<file path="src/rtl/seg7_pkg.sv">
// Shared types and glyph table for the multiplexed 7-segment display driver.
package seg7_pkg;

    typedef logic [7:0] seg_t;
    typedef logic [3:0] bcd_t;

    localparam seg_t SEG_BLANK = 8'h00;
    localparam seg_t SEG_DASH  = 8'h40;

    // Segment patterns for digits 0-9, bit order dp,g,f,e,d,c,b,a.
    localparam seg_t GLYPH [10] = '{
        8'h3F, 8'h06, 8'h5B, 8'h4F, 8'h66,
        8'h6D, 8'h7D, 8'h07, 8'h7F, 8'h6F
    };

endpackage

</file>
<file path="src/rtl/seg7_glyph_decoder.sv">
// BCD digit plus decimal point to active-high segment pattern.
// Codes above 9 show a dash so corrupted data is visible rather than dark.
module seg7_glyph_decoder
    import seg7_pkg::*;
(
    input  bcd_t i_bcd,
    input  logic i_dp,
    output seg_t o_seg
);

    seg_t w_seg;

    // Table lookup for valid digits, dash otherwise; dp overrides bit 7.
    always_comb begin
        w_seg = SEG_DASH;
        if (i_bcd <= 4'd9) begin
            w_seg = GLYPH[i_bcd];
        end
        w_seg[7] = i_dp;
    end

    assign o_seg = w_seg;

endmodule

</file>
<file path="src/rtl/seg7_mux_display.sv">
// Time-multiplexed N-digit 7-segment driver with per-slot PWM brightness,
// leading-zero suppression and frame-synchronous (tear-free) data update.
module seg7_mux_display
    import seg7_pkg::*;
#(
    parameter int CLK_FREQ   = 125_000_000,
    parameter int DIGIT_RATE = 1000,
    parameter int NUM_DIGITS = 4,
    parameter int BRIGHT_W   = 3
) (
    input  logic                    i_clk,
    input  logic                    i_reset,
    input  logic                    i_enable,
    input  logic [4*NUM_DIGITS-1:0] i_bcd_in,
    input  logic [NUM_DIGITS-1:0]   i_dp_in,
    input  logic                    i_load,
    input  logic [BRIGHT_W-1:0]     i_brightness,
    input  logic                    i_lz_blank,
    output logic [7:0]              o_seg_out,
    output logic [NUM_DIGITS-1:0]   o_digit_sel,
    output logic                    o_frame_done
);

    localparam int LEVELS  = 2**BRIGHT_W - 1;
    localparam int SUB_CYC = CLK_FREQ / (DIGIT_RATE * LEVELS);
    localparam int SC_W    = (SUB_CYC > 1) ? $clog2(SUB_CYC) : 1;
    localparam int DG_W    = (NUM_DIGITS > 1) ? $clog2(NUM_DIGITS) : 1;

    localparam logic [SC_W-1:0]     SUB_LAST = SC_W'(SUB_CYC - 1);
    localparam logic [BRIGHT_W-1:0] LVL_LAST = BRIGHT_W'(LEVELS - 1);
    localparam logic [DG_W-1:0]     DIG_LAST = DG_W'(NUM_DIGITS - 1);

    generate
        if (SUB_CYC < 1) begin : g_bad_rate
            $error("seg7_mux_display: CLK_FREQ too low for DIGIT_RATE*LEVELS");
        end
    endgenerate

    // sub_idx never exceeds LEVELS-1 = 2**BRIGHT_W-2, so BRIGHT_W bits suffice
    // and it compares directly against the brightness level.
    logic [SC_W-1:0]         r_sub_cnt;
    logic [BRIGHT_W-1:0]     r_sub_idx;
    logic [DG_W-1:0]         r_digit_idx;
    logic [BRIGHT_W-1:0]     r_bright_lat;

    logic [4*NUM_DIGITS-1:0] r_active_bcd;
    logic [NUM_DIGITS-1:0]   r_active_dp;
    logic [4*NUM_DIGITS-1:0] r_shadow_bcd;
    logic [NUM_DIGITS-1:0]   r_shadow_dp;
    logic                    r_pending;

    logic [7:0]              r_seg_out;
    logic [NUM_DIGITS-1:0]   r_digit_sel;

    logic                    w_slot_start;
    logic                    w_boundary;
    logic                    w_apply;
    logic [4*NUM_DIGITS-1:0] w_bcd_eff;
    logic [NUM_DIGITS-1:0]   w_dp_eff;
    logic [BRIGHT_W-1:0]     w_bright_eff;
    logic                    w_lit;
    logic [NUM_DIGITS-1:0]   w_lz_mask;
    logic                    w_zero_run;
    bcd_t                    w_cur_bcd;
    logic                    w_cur_dp;
    logic                    w_cur_blank;
    seg_t                    w_glyph;
    logic [7:0]              w_seg_nxt;
    logic [NUM_DIGITS-1:0]   w_sel_nxt;

    assign w_slot_start = i_enable && (r_sub_cnt == '0) && (r_sub_idx == '0);
    assign w_boundary   = w_slot_start && (r_digit_idx == '0);
    assign w_apply      = w_boundary && r_pending;

    // On the boundary cycle the output path already sees the shadow data, so
    // the first cycle of a new frame is never drawn with the old value.
    assign w_bcd_eff    = w_apply ? r_shadow_bcd : r_active_bcd;
    assign w_dp_eff     = w_apply ? r_shadow_dp  : r_active_dp;

    // Same idea for brightness: the slot-start cycle uses the value being latched.
    assign w_bright_eff = w_slot_start ? i_brightness : r_bright_lat;
    assign w_lit        = (r_sub_idx < w_bright_eff);

    assign o_frame_done = i_enable && (r_digit_idx == DIG_LAST) &&
                          (r_sub_idx == LVL_LAST) && (r_sub_cnt == SUB_LAST);

    // Leading-zero mask: scan from the most significant digit while zero and no dp.
    always_comb begin
        w_lz_mask  = '0;
        w_zero_run = i_lz_blank;
        for (int i = NUM_DIGITS - 1; i >= 1; i--) begin
            w_zero_run   = w_zero_run && (w_bcd_eff[4*i +: 4] == 4'd0) && !w_dp_eff[i];
            w_lz_mask[i] = w_zero_run;
        end
    end

    assign w_cur_bcd   = w_bcd_eff[4*r_digit_idx +: 4];
    assign w_cur_dp    = w_dp_eff[r_digit_idx];
    assign w_cur_blank = w_lz_mask[r_digit_idx];

    seg7_glyph_decoder u_glyph (
        .i_bcd (w_cur_bcd),
        .i_dp  (w_cur_dp),
        .o_seg (w_glyph)
    );

    // Next output values: digit enable follows PWM, segments also honour blanking.
    always_comb begin
        w_seg_nxt = SEG_BLANK;
        w_sel_nxt = '0;
        if (i_enable && w_lit) begin
            w_sel_nxt = NUM_DIGITS'(1) << r_digit_idx;
            if (!w_cur_blank) begin
                w_seg_nxt = w_glyph;
            end
        end
    end

    // Scan counters: sub-period cycle count carries into sub_idx, then digit_idx.
    always_ff @(posedge i_clk) begin
        if (!i_reset || !i_enable) begin
            r_sub_cnt   <= '0;
            r_sub_idx   <= '0;
            r_digit_idx <= '0;
        end else if (r_sub_cnt == SUB_LAST) begin
            r_sub_cnt <= '0;
            if (r_sub_idx == LVL_LAST) begin
                r_sub_idx   <= '0;
                r_digit_idx <= (r_digit_idx == DIG_LAST) ? '0 : r_digit_idx + 1'b1;
            end else begin
                r_sub_idx <= r_sub_idx + 1'b1;
            end
        end else begin
            r_sub_cnt <= r_sub_cnt + 1'b1;
        end
    end

    // Brightness is latched once per slot so a mid-slot change cannot cut a pulse.
    always_ff @(posedge i_clk) begin
        if (!i_reset) begin
            r_bright_lat <= '0;
        end else if (w_slot_start) begin
            r_bright_lat <= i_brightness;
        end
    end

    // Shadow/pending capture and frame-boundary transfer to active data.
    // A load on the boundary cycle lands in shadow and keeps pending set.
    always_ff @(posedge i_clk) begin
        if (!i_reset) begin
            r_active_bcd <= '0;
            r_active_dp  <= '0;
            r_shadow_bcd <= '0;
            r_shadow_dp  <= '0;
            r_pending    <= 1'b0;
        end else begin
            if (w_apply) begin
                r_active_bcd <= r_shadow_bcd;
                r_active_dp  <= r_shadow_dp;
            end
            if (i_load) begin
                r_shadow_bcd <= i_bcd_in;
                r_shadow_dp  <= i_dp_in;
                r_pending    <= 1'b1;
            end else if (w_apply) begin
                r_pending    <= 1'b0;
            end
        end
    end

    // Registered pin drivers.
    always_ff @(posedge i_clk) begin
        if (!i_reset) begin
            r_seg_out   <= '0;
            r_digit_sel <= '0;
        end else begin
            r_seg_out   <= w_seg_nxt;
            r_digit_sel <= w_sel_nxt;
        end
    end

    assign o_seg_out   = r_seg_out;
    assign o_digit_sel = r_digit_sel;

endmodule
</file>
<file path="config.mk">
export PLATFORM = sky130hd
export DESIGN_NAME = seg7_mux_display
export DESIGN_NICKNAME = d
export VERILOG_FILES = /design/src/rtl/seg7_pkg.sv /design/src/rtl/seg7_glyph_decoder.sv /design/src/rtl/seg7_mux_display.sv
export SDC_FILE = /design/constraint.sdc
export NUM_CORES = 1
export LEC_CHECK = 0
export CAP_MARGIN = 30
export CORE_ASPECT_RATIO = 1.2
export CORE_MARGIN = 8
export CORE_UTILIZATION = 45
export CTS_BUF_LIST = sky130_fd_sc_hd__clkbuf_4
export CTS_CLUSTER_DIAMETER = 40
export CTS_CLUSTER_SIZE = 14
export DETAILED_ROUTE_END_ITERATION = 16
export PLACE_DENSITY = 0.66
export SYNTH_ARGS = -nofsm -noshare
export SYNTH_HDL_FRONTEND = slang
export SYNTH_SLANG_ARGS = --single-unit
</file>
<file path="constraint.sdc">
create_clock -name i_clk -period 9.2 [get_ports i_clk]
set_input_delay 1.38 -clock i_clk [delete_from_list [all_inputs] [get_ports i_clk]]
set_output_delay 1.38 -clock i_clk [all_outputs]
set_load 0.01 [all_outputs]
</file>
* After elaboration in Yosys (flattened, before gate mapping)
Memories as Yosys holds them, arrays and structs flattened.
Cells that the tools add are included.
** Operators by class
- Add/sub/neg operators :: 3
- Multipliers :: 0
- Divide/modulo/power cells :: 0
- Order comparisons :: 4
- Eq/ne operators :: 3
- Shifts and indexed selects :: 2
- Muxes and demuxes :: 14
- Bitwise gates (word level) :: 4
- Reductions and logical operators :: 32
** Operator list (number)
- 7-bit 2-to-1 mux :: 3
- 16-bit 2-to-1 mux :: 1
- 16-bit by 5-bit indexed part select with 4-bit output :: 1
- 15-bit by 1-bit adder with 15-bit output (second input constant) :: 1
- 15-bit equality test (second input constant) :: 1
- 15-bit zero test :: 1
- 1-bit logical AND :: 14
- 4-bit zero test :: 3
- 3-bit 2-to-1 mux :: 2
- 5-bit greater-or-equal comparator (second input constant) :: 1
- 1-bit zero test :: 5
- 4-bit inverter with 5-bit output :: 1
- 1-bit binary-select mux with 2-bit select :: 2
- 4-bit less-or-equal comparator (second input constant) :: 1
- 1-bit 2-to-1 mux :: 4
- 4-bit 2-to-1 mux :: 1
- 2-bit AND reduction :: 2
- 4-bit OR reduction :: 1
- 1-bit by 2-bit left shift with 4-bit output (first input constant) :: 1
- 3-bit by 1-bit adder with 3-bit output (second input constant) :: 1
- 3-bit equality test (second input constant) :: 1
- 3-bit zero test :: 1
- 2-bit by 3-bit < comparator with 1-bit output (second input constant) :: 1
- 3-bit < comparator :: 1
- 9 further kinds :: 11
** Storage, ports and cells
- Register bits :: 76
- Bits in latches :: 0
- Bits in writable memories :: 0
- ROM bits :: 128
- Output and inout port bits :: 13
- Logic and storage cells :: 75
- Memories :: 1
** Memory list
- (no name shown) :: depth 16, width 8, rd ports 1, clocked after Yosys merged registers in 0, write ports 0, RTL line seg7_glyph_decoder.sv:17 : w_seg = GLYPH[i_bcd];

* Longest topological paths before layout
Gate-level depths: netlist (run 1).
- Word-level depth :: 16
- Gate-level depth with buffers :: 14
- Depth with buffers taken out :: 13

* Hierarchy
A second synthesis (run 1) with hierarchy kept.
** Second synthesis, totals
- Cells, all modules :: 390
- Area total of the unflattened synthesis :: 3754.9 sq um
** By module, submodules not included
- seg7_mux_display :: instances 1, cells an instance 357, area an instance 3515.9 sq um, sequential area each 1521.5 sq um
- seg7_glyph_decoder :: instances 1, cells an instance 33, area an instance 239.0 sq um, sequential area each 0.0 sq um

* Least setup slack after synthesis (run 1)
Ideal clock, no wire load.
- Path type :: input to register
- Start point :: input i_enable
- End point :: register r_seg_out[5] (netlist: o_seg_out[5])
- Arrival time :: 3.861 ns
- Data required time :: 9.077 ns
- Setup slack :: 5.216 ns
- Stages on the path :: 11
- Buffers on the path :: 1
- Path through :: nor4b_1 > nand2_1 > nor4_4 > buf_6 > mux2i_1 > mux4_2 > ha_1 > nor2b_1 > mux2_2 > o21ai_0 > a21oi_1
** On the way
- Word-level cells in the longest chain between the ends :: 15
** RTL lines
- start: declaration :: RTL line seg7_mux_display.sv:13 : input logic i_enable,
- parallel branches: the longest is 15 deep, another holds memory 16 x 8 bit
- end signal: assignment :: RTL line seg7_mux_display.sv:177 : r_seg_out <= w_seg_nxt;
- end: declaration :: RTL line seg7_mux_display.sv:52 : logic [7:0] r_seg_out;
Parallel ways; which one is timed is not known. The select of a mux whose other input is x is not followed.
A chain may end at the register's enable or synchronous reset.

* Worst setup path after layout (run 1)
- Start point :: input i_enable
- End point :: register r_seg_out[3] (netlist: o_seg_out[3])
Same word-level chain as after synthesis.

==> flow_metrics.py, run 1 <==
metrics = {
    "synth": {
        "synth-main-ff-cell": "dfxtp_1",
        "syn_area_sq_um": 3475,
        "async_flop_share": 0,
        "netlist_instances": 348,
        "syn_avg_cell_area_sq_um": 9.984,
        "ys_types": 47,
        "ys_ff_latch": 76,
        "syn-num-nets": 388,
        "yosysSeqAreaShare": 0.4379,
        "synth_edf_count": 0,
        "synth_warnings": 0,
    },
    "setup_path": {
        "r2r_setup_slack_ps": 5620,
        "cp-endpoint": "o_seg_out[3]",
        "required_ps": 9520,
        "crit_path_end_kind": "register",
        "path_max_fanout": 8,
        "regToRegEndpoint": "o_seg_out[5]",
        "arrival_ps": 4570,
        "path_class": "input pin to register",
        "start_kind": "input pin",
        "r2r_start": "r_digit_idx[0]",
        "reg2regPathDepth": 13,
        "cp-startpoint": "i_enable",
    },
    "layout": {
        "drive_gt1_frac": 0.07908,
        "utilization": 0.5339,
        "n_antenna_cell": 0,
        "syn_to_final_growth_pct": 16.42,
        "design.final.nets": 427,
        "nFillCells": 722,
        "final_cell_mix": "76 x dfxtp_1, 46 x mux2i_1, 43 x nor2b_1",
        "final_common_cell": "dfxtp_1",
    },
    "clock_network": {
        "clkTransAtPathRegs_ps": 110,
        "post_cts_resized": 0,
        "clock_sinks": 76,
        "cts-htree-levels": 3,
        "clock_latency_ps": 410,
        "post-cts-setup-buffers": 0,
        "cts_hold_buffers": 0,
        "cts_root_buf": "clkbuf_4",
        "cts_inserted_buffers": 9,
        "cts_tree": "done",
        "clockBufferDepth": 2,
    },
    "route": {
        "drt_iter0_drc": 69,
        "first_pass_iters": 4,
        "wl_mm": 6.944,
        "via_per_inst": 5.221,
        "ant_nets": 0,
        "wire_per_inst_microns": 14.35,
        "vias": 2527,
        "drc_errors": 0,
    },
    "grt": {
        "grt_pass1_vias": 2535,
        "gr-total-overflow": 0,
        "antenna_found_initial": 0,
        "grt_first_pass_wirelength_mm": 11.85,
        "gr-usage-all-layers": 0.1389,
        "grt_max_degree": 46,
    },
    "power_and_ir_drop": {
        "clock_power_share": 0.288,
        "seqPwrFrac": 0.597,
        "pwr_density_cell_nw_per_um2": 144.0,
        "internal_power_mw": 0.4402,
        "switchingPower_mw": 0.1423,
        "combPwrFrac": 0.115,
        "vdd_drop_max_uv": 75.07,
        "p_leak_nw": 1.513,
        "swShare": 0.2443,
    },
    "sta": {
        "finalCritPeriodShare": 0.4620,
        "finalCriticalPeriod_ps": 4251,
        "tightestPinTransition_ps": 718.6,
        "final_hold_viol_count": 0,
        "rsz0062_at_grt": "false",
        "max_freq_mhz": 235.3,
        "final-setup-viol-count": 0,
        "skew_ps": 13.22,
        "slew-limit-headroom": 0.5172,
        "setup-tns-final_ps": 0,
        "final_max_slew_viol_count": 0,
    },
    "status": {
        "run_status": "finished, final reports clean",
    },
    "place": {
        "port-buffer-count": 40,
        "place.gp.congestion": 0.7943,
        "dpl.hpwl_mm": 5.050,
    },
    "floorplan": {
        "core_sq_um": 7576,
        "pin_count": 41,
        "die_x_microns": 96.22,
        "rows": 35,
        "start_util": 0.4586,
        "fp.dieH_microns": 112.3,
        "die_area_sq_um": 10800,
    },
    "worst_hold_path": {
        "min-delay-path-class": "register to register",
    },
    "job": {
        "cap_violations": 0,
    },
}
[registers in the layout, indices dropped and copies added (netlist names)]
signal and flops:
r_shadow_dp 4, r_sub_cnt 15, o_digit_sel 4, r_bright_lat 3, r_digit_idx 2, r_active_bcd 16, o_seg_out 8, r_pending 1
r_shadow_bcd 16, r_sub_idx 3, r_active_dp 4
[power by group through the flow]
stage	Combinational [mW]	Clock, mW	Sequential, mW
final	0.0668	0.168	0.348
after global routing	0.0741	0.190	0.349
after CTS	0.0674	0.176	0.348
after detailed placement	0.0672	0	0.355
after global placement	0.0662	0	0.355
after floorplan	0.0396	0	0.355
[cells by family after synthesis]
group | count (synthesis) | share of synthesized area
fa+ha+maj | 12 | 0.04321
compound gates | 37 | 0.05798
mux | 55 | 0.1833
simple gates | 134 | 0.2244
flops | 76 | 0.4379
xor+xnor | 8 | 0.02016
buf+inv | 26 | 0.03313
[per-layer routing]
metal | GRT usage | share of wire | wire (microns)
met4 | 0.06166 | 0.016 | 112
met1 | 0.1800 | 0.49 | 3387
met2 | 0.2076 | 0.45 | 3116
met3 | 0.03805 | 0.047 | 327
met5 | 0 | 0 | 0
[through the flow]
stage	worst slack [ps]	total power, mW	area, sq um	hold WS, ps	std cells
2_1_floorplan	5216	0.3942	3475	429.7	348
3_3_place_gp	4595	0.4214	3939	446.9	468
3_5_place_dp	4553	0.4225	3939	456.5	468
4_1_cts	4972	0.5914	4045	483.7	484
5_1_grt	4680	0.6136	4045	518.1	484
6_report	4949	0.5825	4045	476.9	484
[cell usage after synthesis, drive strengths merged, types with 3 or more instances]
library cell	instances	share of area
a21oi	18	0.026
buf	5	0.010
clkbuf	10	0.011
dfxtp	76	0.44
ha	12	0.043
inv	9	0.0097
mux2	3	0.0097
mux2i	46	0.13
mux4	6	0.041
nand2	13	0.014
nand3	11	0.017
nor2	25	0.027
nor2b	43	0.077
nor3	9	0.013
nor4	6	0.015
nor4b	3	0.0094
o21ai	13	0.019
or3	8	0.016
or4	4	0.0086
xnor2	4	0.010
xor2	4	0.010
[worst min path at each step]
stage	startpoint	endpoint	slack, ps	cells past startpoint
after floorplan	r_sub_cnt[0]	r_sub_cnt[0]	430	1
after global placement	r_sub_cnt[0]	r_sub_cnt[0]	450	1
after detailed placement	r_sub_cnt[0]	r_sub_cnt[0]	460	1
after CTS	r_sub_cnt[0]	r_sub_cnt[0]	480	1
after global routing	r_sub_cnt[0]	r_sub_cnt[0]	520	1
final	r_sub_cnt[0]	r_sub_cnt[0]	480	1
[critical path: stages]
cell and delay, ps:
clkdlybuf4s50_1 490, nor4b_1 240, nand2_1 150, nor3_1 580
mux2i_1 210, ha_1 230, or4_1 510, o21a_1 240
a21o_1 250, nor4_1 300
[area by class of cell]
type                    instances  area, sq um  area share
clock buffers                  12        90.09     0.02227
clock inverters                 4        16.27    0.004021
inverters                      11        41.29     0.01021
multi-input cells             246         1838      0.4544
flip-flops and latches         76         1521      0.3761
well taps                      92        115.1     0.02846
repair buffers                 43        422.9      0.1045
No activity file was read; power rests on OpenSTA's default activity.
==> run 2: changes to the inputs <==
Settings changed: PLACE_DENSITY 0.66 to 0.69.
Clock period 9.2 ns to 3.7 ns, I/O delays scaled along.
==> run 2 against run 1 <==
  * First-iteration DRC count increased by 70%
  * Worst hold slack got worse by 1.7 ps
  * Sequential power increased by 150%
  * Critical endpoint is now o_frame_done
==> flow_metrics.py, run 2 (synthesis results as in run 1) <==
metrics = {
    "place": {
        "dpl.hpwl_mm": 5.438,
        "placedCellCount": 474,
        "pre_cts_ws_ps": 84.28,
        "port-buffer-count": 40,
        "place.gp.congestion": 0.8498,
    },
    "layout": {
        "final_cell_mix": "76 x dfxtp_1, 46 x mux2i_1, 43 x nor2b_1",
        "n_antenna_cell": 0,
        "syn_to_final_growth_pct": 20.09,
        "final_common_cell": "dfxtp_1",
        "reg.largest.list": "r_active_bcd x16, r_shadow_bcd x16, r_sub_cnt x15",
        "multi_input_area_sq_um": 1838,
        "design.final.nets": 433,
        "nFillCells": 667,
        "drive_gt1_frac": 0.09572,
        "instances_no_fill": 489,
        "sequential_cell_area_sq_um": 1521,
    },
    "clock_network": {
        "cts_hold_buffers": 0,
        "clock_sinks": 76,
        "clkTransAtPathRegs_ps": 120,
        "post-cts-setup-buffers": 0,
        "cts_inserted_buffers": 9,
        "cts_root_buf": "clkbuf_4",
        "clock_latency_ps": 410,
        "cts-htree-levels": 3,
        "cts_tree": "done",
        "post_cts_resized": 0,
        "clockBufferDepth": 2,
    },
    "setup_path": {
        "regToRegEndpoint": "o_seg_out[5]",
        "path_class": "register to primary output",
        "crit_path_cell_trace": "inv_1, ha_1, nor4b_2, nand3_2, nor2_1, nand4b_1, nor2_1, clkdlybuf4s50_1",
        "start_kind": "register",
        "arrival_ps": 2680,
        "crit_cells": 8,
        "cp-endpoint": "o_frame_done",
        "r2r_setup_slack_ps": 480,
        "r2r_start": "r_sub_cnt[0]",
        "required_ps": 3140,
        "crit_path_end_kind": "primary output",
        "path_common_cell": "nor2_1",
        "cp-startpoint": "r_sub_cnt[0]",
        "reg2regPathDepth": 14,
        "worst_path_largest_cell_delay_ps": 550,
        "crit_family": "simple AND/OR/NAND/NOR gates",
        "critPathBufInv": 2,
        "path_max_fanout": 5,
        "slowest_stage": "clkdlybuf4s50_1",
    },
    "route": {
        "route.met2.wl_mm": 3.850,
        "ant_nets": 0,
        "routed.top_layer": "met4",
        "drt_iter0_drc": 117,
        "first_pass_iters": 4,
        "wire_per_inst_microns": 15.07,
        "vias": 2600,
        "drc_errors": 0,
        "via_per_inst": 5.317,
        "wl_met1_mm": 3.023,
        "met3WireLength_microns": 314,
        "wl_mm": 7.371,
    },
    "sta": {
        "slew-limit-headroom": 0.5937,
        "tightestPinTransition_ps": 608.5,
        "setup-tns-final_ps": 0,
        "whs_ps": 475.2,
        "rsz0062_at_grt": "false",
        "final_max_slew_viol_count": 0,
        "max_freq_mhz": 309.2,
        "final_hold_viol_count": 0,
        "final-setup-viol-count": 0,
        "setup_slack_ps": 465.6,
        "finalCritPeriodShare": 0.8742,
        "skew_ps": 13.74,
        "finalCriticalPeriod_ps": 3234,
    },
    "power_and_ir_drop": {
        "pwr_density_cell_nw_per_um2": 397.8,
        "vdd_drop_max_uv": 311.6,
        "p_leak_nw": 1.570,
    },
    "floorplan": {
        "fp.dieH_microns": 112.3,
        "core_sq_um": 7576,
        "rows": 35,
        "pin_count": 41,
        "die_area_sq_um": 10800,
        "start_util": 0.4586,
        "die_x_microns": 96.22,
    },
    "job": {
        "cap_violations": 0,
    },
    "worst_hold_path": {
        "min-delay-path-class": "register to register",
    },
    "grt": {
        "gr-total-overflow": 0,
        "antenna_found_initial": 0,
        "grt_first_pass_wirelength_mm": 12.33,
        "grt_pass1_vias": 2665,
        "grt_max_degree": 45,
        "gr-usage-all-layers": 0.1448,
    },
    "status": {
        "run_status": "finished, final reports clean",
    },
}
## run 2: worst min path at each step
| stage | end | from | depth (start not counted) | slack [ps] |
|---|---|---|---|---|
| global placement | r_sub_cnt[0] | r_sub_cnt[0] | 1 | 450 |
| detailed placement | r_sub_cnt[0] | r_sub_cnt[0] | 1 | 450 |
| finish | r_sub_cnt[0] | r_sub_cnt[0] | 1 | 480 |
| floorplan | r_sub_cnt[0] | r_sub_cnt[0] | 1 | 430 |
| global route | r_sub_cnt[0] | r_sub_cnt[0] | 1 | 520 |
| CTS | r_sub_cnt[0] | r_sub_cnt[0] | 1 | 480 |
## run 2: layer usage
metal,up-vias,global-route usage
met3,17,0.03405
met5,-,0
met1,1222,0.1592
met4,0,0.07297
met2,51,0.2485
li1,1310,-
## run 2: metrics by stage
step / instance area, sq um / util / power, mW
2_1_floorplan: 3475 / - / 0.9801
3_3_place_gp: 3996 / 0.5275 / 1.055
3_5_place_dp: 3996 / 0.5275 / 1.058
4_1_cts: 4173 / 0.5508 / 1.675
5_1_grt: 4173 / 0.5508 / 1.733
6_report: 4173 / 0.5508 / 1.660
## run 2: final cells by class
type                    instances  share of cell area
well taps                      92             0.02759
inverters                      11            0.009895
multi-input cells             246              0.4405
clock buffers                  10             0.01799
clock inverters                 5             0.02429
repair buffers                 49              0.1151
flip-flops and latches         76              0.3646
## run 2: report_power, final
group          switching, mW  internal, mW
Sequential            0.0183         0.847
Clock                  0.278         0.344
Combinational         0.0753        0.0970
Total                  0.371          1.29
==> run 3: changes to the inputs <==
Settings changed: CTS_CLUSTER_SIZE 14 to 28.
==> results of run 3 <==
No change in the layout: final DEF, timing and power equal those of run 2.
==> RTL change: new RTL, flow settings as in run 2 <==
Remove the register `r_digit_sel`: a continuous assignment takes its place, so the output `o_digit_sel` follows one clock earlier.
--- a/src/rtl/seg7_mux_display.sv
+++ b/src/rtl/seg7_mux_display.sv
@@ -174,8 +174,8 @@
             r_seg_out   <= '0;
-            r_digit_sel <= '0;
         end else begin
             r_seg_out   <= w_seg_nxt;
-            r_digit_sel <= w_sel_nxt;
         end
     end
+
+    assign r_digit_sel = w_sel_nxt;
 
Behaviour: not the same (a bounded check fails within 4 cycles, from zero or initial values and one cycle with i_reset low).
==> RTL change against run 2 <==
  * Power fell by 11%
  * Worst setup slack worse by 0.19 ns
  * Sequential cell count shrank 4
  * Global-route usage down 1.0 points
  * Wire length down 8.6%
  * Synthesized cell count shrank 4.6%
  * Synthesized area shrank 2.5%
  * Design area decreased by 1.6%
  * First-iteration DRC count fell by 56%
  * Non-clock buffer count increased by 9
  * Count of clock-buffer cells in the layout stayed put
  * Maximum frequency is 5.7% lower
  * Largest power group unchanged
==> RTL change: results (changes against run 2) <==
Unique masters post-synth 46 (-2.1%); Placement Setup Slack -0.536 ns (-0.620 ns); syn nets 374 (-3.6%); Max stage delay cell, worst path or4b_2; Clk power 0.000476 W (-23%); Synth Area in Compound Gates 5.24% (-0.55 points); leakage power 1.60 nW (+1.6%); Synth Area in XOR/XNOR 3.36% (+1.3 points); post-CTS sizing 13 (+13); most instantiated cells after synthesis 72 x dfxtp_1, 43 x mux2i_1, 40 x nor2b_1; outcome finished clean; # fillers 679 (+1.8%); VDD IR max 0.240 mV (-23%); comb pwr 0.000176 W (+2%); worst-margin pin slew 0.368 ns (-0.241 ns); Final Net Count 428 (-1.2%); cell depth of the worst flop-to-flop path 12 (-2); Post-Layout Cell Count 481 (-1.6%); layout cells sized above 1 16.1% (+6.5 points); placed cell area 3940 sq um (-1.5%); CP endpoint o_digit_sel[1]; Fin Hold WS 0.484 ns (+0.00918 ns); Pint 0.00111 W (-14%); flop-to-flop setup slack 0.55 ns (+0.07 ns); area grow syn2layout 21.2%; WL/cell 14.0 um (-7.1%); DP Wirelength 5090 um (-6.4%); final period demand of the worst path 3.43 ns (+0.194 ns)
## RTL change: changes by cell type in the layout (fill, tap and decap cells not counted), moves of 5 or more
cell                    run 2  this run
clkdlybuf4s50_1            40        35
o21ai_0                    13         8
dfxtp_1                    76        68
a21oi_1                    18        10
buf_4                       8        18
nor3_1                      9         1
and3_1                      1         6
and2_1                      0         5
## RTL change: final cells by class
type                       instances  share of cell area, %
clock buffer                      10                   1.83
clock inverter                     6                   1.46
inverter                           9                  0.823
multi-input combinational        236                   45.4
sequential                        72                   35.2
tap                               90                   2.74
timing repair buffer              58                   12.5
## RTL change: routing by layer
| metal | routed length, um | vias to the layer above | track usage, % | part of all wire, % |
|---|---|---|---|---|
| met4 | 109 | 0 | 6.68 | 1.6 |
| met1 | 2740 | 1139 | 14.2 | 41 |
| met2 | 3610 | 32 | 23.6 | 54 |
| met5 | 0 | - | 0 | 0 |
| met3 | 277 | 11 | 3.32 | 4.1 |
| li1 | - | 1262 | - | - |
